**src/rtl/writeback_stage.sv**
```systemverilog
// Writeback stage: holds one M-stage instruction, waits for late load data, drives the
// register-file write port and the forwarding path. WB_INSTRET_EN builds the 64-bit commit counter.
module writeback_stage #(
  parameter int DATA_WIDTH = 32,
  parameter int REG_AW     = 5
) (
  input  logic                  clk,
  input  logic                  rst_n,
  input  logic                  validM,
  output logic                  readyW,
  input  logic                  RegWriteM,
  input  logic [1:0]            ResultSrcM,
  input  logic [REG_AW-1:0]     RdM,
  input  logic [DATA_WIDTH-1:0] ALUResultM,
  input  logic [DATA_WIDTH-1:0] PCPlus4M,
  input  logic [DATA_WIDTH-1:0] ReadDataM,
  input  logic                  ReadDataValidM,
  output logic                  rf_we,
  output logic [REG_AW-1:0]     rf_waddr,
  output logic [DATA_WIDTH-1:0] rf_wdata,
  output logic                  fwd_valid,
  output logic [REG_AW-1:0]     fwd_rd,
  output logic [DATA_WIDTH-1:0] fwd_data,
  output logic                  stall_load,
  output logic [63:0]           instret
);

  typedef enum logic [1:0] {EMPTY, VALID, WAIT_LOAD} state_t;

  state_t                  state_reg, state_next;
  logic                    capture;
  logic                    rdata_load;
  logic                    regwrite_reg;
  logic [1:0]              src_reg;
  logic [REG_AW-1:0]       rd_reg;
  logic [DATA_WIDTH-1:0]   alu_reg, pc4_reg, rdata_reg;

  assign readyW  = (state_reg != WAIT_LOAD);
  assign capture = validM && readyW;

  always_comb begin
    state_next = state_reg;
    rdata_load = 1'b0;
    case (state_reg)
      EMPTY, VALID: begin
        if (capture) begin
          if (ResultSrcM == 2'b01 && !ReadDataValidM) begin
            state_next = WAIT_LOAD;
          end else begin
            state_next = VALID;
            rdata_load = 1'b1;
          end
        end else begin
          state_next = EMPTY;
        end
      end
      WAIT_LOAD: begin
        if (ReadDataValidM) begin
          state_next = VALID;
          rdata_load = 1'b1;
        end
      end
      default: state_next = EMPTY;
    endcase
  end

  // Held fields clear on reset so every output decodes to zero, including a discarded pending load.
  always_ff @(posedge clk or negedge rst_n) begin
    if (!rst_n) begin
      state_reg    <= EMPTY;
      regwrite_reg <= 1'b0;
      src_reg      <= 2'b00;
      rd_reg       <= '0;
      alu_reg      <= '0;
      pc4_reg      <= '0;
      rdata_reg    <= '0;
    end else begin
      state_reg <= state_next;
      if (capture) begin
        regwrite_reg <= RegWriteM;
        src_reg      <= ResultSrcM;
        rd_reg       <= RdM;
        alu_reg      <= ALUResultM;
        pc4_reg      <= PCPlus4M;
      end
      if (rdata_load) begin
        rdata_reg <= ReadDataM;
      end
    end
  end

  always_comb begin
    rf_wdata = '0;
    case (src_reg)
      2'b00:   rf_wdata = alu_reg;
      2'b01:   rf_wdata = rdata_reg;
      2'b10:   rf_wdata = pc4_reg;
      default: rf_wdata = '0;
    endcase
  end

  assign rf_we      = (state_reg == VALID) && regwrite_reg && (rd_reg != '0) && (src_reg != 2'b11);
  assign rf_waddr   = rd_reg;
  assign fwd_valid  = rf_we;
  assign fwd_rd     = rd_reg;
  assign fwd_data   = rf_wdata;
  assign stall_load = (state_reg == WAIT_LOAD);

`ifdef WB_INSTRET_EN
  logic [63:0] instret_reg;

  // Every cycle in VALID is one commit, whether or not it writes.
  always_ff @(posedge clk or negedge rst_n) begin
    if (!rst_n) begin
      instret_reg <= 64'd0;
    end else if (state_reg == VALID) begin
      instret_reg <= instret_reg + 64'd1;
    end
  end

  assign instret = instret_reg;
`else
  assign instret = 64'd0;
`endif

endmodule

```
**config.mk**
```make
export PLATFORM = sky130hd
export DESIGN_NAME = writeback_stage
export DESIGN_NICKNAME = d
export VERILOG_FILES = /design/src/rtl/writeback_stage.sv
export SDC_FILE = /design/constraint.sdc
export NUM_CORES = 1
export LEC_CHECK = 0
export CORE_MARGIN = 5
export CORE_UTILIZATION = 25
export DETAILED_ROUTE_END_ITERATION = 7
export HOLD_SLACK_MARGIN = 0.02
export PLACE_DENSITY_LB_ADDON = 0.08
export SYNTH_ARGS = -nofsm -noshare
export SYNTH_HDL_FRONTEND = slang
export SYNTH_SLANG_ARGS = --single-unit
```
**constraint.sdc**
```tcl
create_clock -name clk -period 1.8 [get_ports clk]
set_input_delay 0.18 -clock clk [delete_from_list [all_inputs] [get_ports clk]]
set_output_delay 0.18 -clock clk [all_outputs]
set_load 0.03 [all_outputs]
```
Yosys cells after proc, flatten, opt, wreduce, memory -nomap -nowiden --
Index checks and enable logic that the tools add are counted. Widths: inputs -> output; s select.
Cells by class: add/sub/neg operators 0, $mul 0, div/mod/pow operators 0, magnitude comparators 0, equal/unequal tests 8, shifts and indexed selects 0, mux-type cells 9, bitwise logic cells 0, reductions and logical operators 10
Operators by type and width (count):
- $pmux 32 s3 | 1
- $eq 2x1->1 const B | 3
- $mux 2 | 3
- $ne 2x2->1 const B | 3
- $logic_and 1x1->1 | 5
- $reduce_bool 5->1 | 1
- $eq 2x2->1 const B | 2
- $logic_not 2->1 | 2
- $pmux 2 s2 | 1
- $mux 1 | 3
- $pmux 1 s2 | 1
- $reduce_or 2->1 | 1
- $logic_not 1->1 | 1
Storage, ports and cells: register bits after elaboration 106, latch bits 0, RAM bits 0, ROM bits 0, output and inout bits 142, logic and storage cells 34, memories kept 0

Longest topological paths before layout --
word-level depth 5, depth in mapped cells 7

Least setup slack after synthesis --
OpenSTA, ideal clock, no wires.
kind register -> output, start register src_reg[0], end output rf_wdata[0], data arrival time 1.888 ns, slack -0.268 ns, cell stages (with the launch flop) 6, path buffers 3, cell sequence dfrtp_1 buf_2 buf_2 mux2i_1 o21ai_0 buf_4
Between the ends: word-level cells in the longest chain between the ends 2
Ends and longest elaborated chain:
- start, declared | RTL line 34 | logic [1:0] src_reg;
- start signal, assigned | RTL line 81 | src_reg <= ResultSrcM;
- $eq 2x2->1, or another cell as far along | RTL line 94 | case (src_reg)
- $pmux 32 s3 (*) | RTL line 94
- end, declared | RTL line 20 | output logic [DATA_WIDTH-1:0] rf_wdata,
Mark *: on every way between the ends. The rest lies on a longest branch, timed or not.

Worst setup path in the final report --
start register src_reg[0], end output fwd_data[18]
Between the ends: word-level cells in the longest chain between the ends 2
Ends and longest elaborated chain:
- $eq 2x2->1, or another cell as far along | RTL line 94
- $pmux 32 s3 (*) | RTL line 94
- end, declared | RTL line 23 | output logic [DATA_WIDTH-1:0] fwd_data,
Marked as above.

==> impl_metrics.json <==
{
  "synthFlopType": "dfrtp_1",
  "hold_class": "input pin to async pin",
  "synth_area_mm2": 0.005569,
  "final_util_pct": 34.60,
  "p_leak_nw": 3.387,
  "synth-seq-cells": 106,
  "place_inst": 867,
  "path_clk_slew_ns": 0.07,
  "clockBufferDepth": 2,
  "maxCapViolations": 0,
  "antenna_found_initial": 1,
  "drcViolationCount": 0,
  "status": "finished, final reports clean",
  "synth_edf_count": 0,
  "die_area_mm2": 0.02536,
  "final_common_cell": "clkdlybuf4s50_1",
  "synthCells": 446,
  "fmax_mhz": 561.5,
  "async_flop_share_pct": 100.0,
  "slew_headroom_pct": 59.27,
  "final_cells": 884,
  "layout.nets": 707,
  "grtUsageTotal_pct": 10.95,
  "p_comb_share_pct": 36.3,
  "root_buffer": "clkbuf_16",
  "p_clk_share_pct": 26.0,
  "worstPathMaxFanout": 15,
  "power_density_mw_per_mm2": 999.5,
  "finalHoldViolCount": 0,
  "drive_above_1_share_pct": 35.76,
  "worstPathRequired_ns": 1.62,
  "initial_core_util_pct": 25.44,
  "grt_pass1_vias": 3834,
  "cts_made_buffers": 9,
  "grt-ovfl-total": 0,
  "grt_max_degree": 107,
  "avgViaCountPerCell": 4.006,
  "dr.pass1.iters": 4,
  "cts_tree": "yes",
  "cts.sinks": 106,
  "syn_avg_cell_area_um2": 12.49,
  "place.port_buffers": 185,
  "rsz0062_at_grt": "true",
  "die-width_um": 159.3,
  "switching_share_pct": 34.44,
  "tightest_slew_ns": 0.6109,
  "final_cell_mix": "clkdlybuf4s50_1, dfrtp_1, buf_4",
  "area_growth_pct": 35.99,
  "num_antenna_cells": 0,
  "fin_skew_ns": 0.007262,
  "p_sw_mw": 2.607,
  "fill_cells": 2159,
  "setup_viol": 0,
  "seq_power_share_pct": 37.7,
  "drt_iter0_drc": 147,
  "crit_type": "flop to output pin",
  "endpoint_kind": "output pin",
  "finalMaxSlewViolations": 0,
  "ys_warn_count": 0,
  "wl_per_cell_um": 15.96,
  "gp_congestion": 0.7078,
  "clk_latency_ns": 0.35,
  "antenna_left": 0,
  "core.rowCount": 54,
  "dpl.hpwl_mm": 10.53,
  "tns_ns": 0,
  "irDropWorstVdd_v": 0.0004876,
  "ios": 250,
  "yosysUniqueCellTypes": 23,
  "startpoint_type": "flop",
  "period_needed_ns": 1.781,
  "drt_wl_total_mm": 14.11,
  "cp_data_arrival_time_ns": 1.60,
  "core_mm2": 0.02189,
  "fin_crit_sh_pct": 98.95,
  "h-tree-depth": 3,
  "grt_pass1_wl_mm": 22.03,
  "die_y_um": 159.3,
  "num_vias": 3541,
  "ys_seq_area_share_pct": 47.63,
  "p_int_mw": 4.963
}
[per-layer routing]
metal	wire length [um]	up-vias	GRT usage, %	part of all wire [%]
li1	-	1656	-	-
met1	6275	1716	14.46	44
met2	6650	156	17.46	47
met3	1061	11	3.883	7.5
met4	116	2	2.210	0.82
met5	7	-	0	0.050
[cell families (layout without fill, tap and decap cells)]
logic type	after synthesis	after routing	share of synthesized area (%)
DFF	106	106	47.63
and+or+nand+nor	42	42	3.280
AOI/OAI and AO/OA	35	35	3.415
muxes	136	136	28.74
other	1	64	0.06734
buffers and inverters	126	221	16.87
[worst max-delay path: stages (launching register included)]
cell and delay (ns):
dfrtp_2 0.47, buf_12 0.19, mux2i_4 0.20, o21ai_1 0.18, buf_4 0.20
[what timing repair did]
action | in CTS | in global routing
gates cloned | 0 | 0
endpoints found under the setup margin | 28 | 65
buffers inserted | 0 | 1
hold endpoints to repair | 106 | 0
gates resized for setup | 6 | 26
hold buffers | 1 | 0
[power by group through the flow]
stage	sequential, mW	combinational [mW]	clock, mW
floorplan	2.87	1.97	0
global placement	2.89	2.70	0
detailed placement	2.90	2.71	0
CTS	2.85	2.73	2.08
global route	2.89	2.92	2.18
finish	2.85	2.75	1.97
[final timing paths]
path                       cells past startpoint           start             to  slack, ns
setup / recovery                               4      src_reg[0]   fwd_data[18]       0.02
hold / removal                                 3           rst_n     alu_reg[4]       0.42
setup reg to reg                               4    state_reg[0]  rdata_reg[16]       0.15
hold reg to reg                                1      alu_reg[7]     alu_reg[7]       0.49
max in group asynchronous                      3           rst_n    alu_reg[31]       0.88
min in group clk                               2  ALUResultM[10]    alu_reg[10]       0.42
[synthesized netlist by cell type (2+ instances only)]
master / instances / area share (%)
mux2i_1: 32 / 5.8
dfrtp_1: 106 / 48
mux2_2: 59 / 12
buf_2: 7 / 0.63
inv_1: 2 / 0.13
mux2_1: 16 / 3.2
o21ai_0: 32 / 2.9
clkbuf_1: 5 / 0.34
buf_4: 102 / 14
nand2b_1: 2 / 0.22
a21oi_1: 2 / 0.18
nand2_1: 33 / 2.2
buf_6: 10 / 2.0
mux2_4: 29 / 7.8
[per-stage QoR]
stage | cell area (um^2) | power, mW | hold slack [ns] | setup slack (ns)
after floorplan | 5836 | 4.840 | -0.1156 | -0.09347
after global placement | 7181 | 5.595 | 0.3138 | 0.004601
after detailed placement | 7181 | 5.609 | 0.3111 | 0.0007078
after CTS | 7491 | 7.658 | 0.4010 | -0.05099
after global routing | 7574 | 7.992 | 0.4035 | -0.07443
final | 7574 | 7.570 | 0.4211 | 0.01897
[layout make-up]
| cell class | instances | area (um^2) | share of cell area (%) |
|---|---|---|---|
| Clock buffer | 11 | 232.7 | 3.073 |
| Clock inverter | 5 | 55.05 | 0.7269 |
| Inverter | 2 | 7.507 | 0.09912 |
| Multi-Input combinational cell | 277 | 2332 | 30.79 |
| Sequential cell | 106 | 2655 | 35.06 |
| Tap cell | 280 | 350.3 | 4.626 |
| Timing Repair Buffer | 203 | 1941 | 25.62 |
No activity file was read; power rests on OpenSTA's default activity.
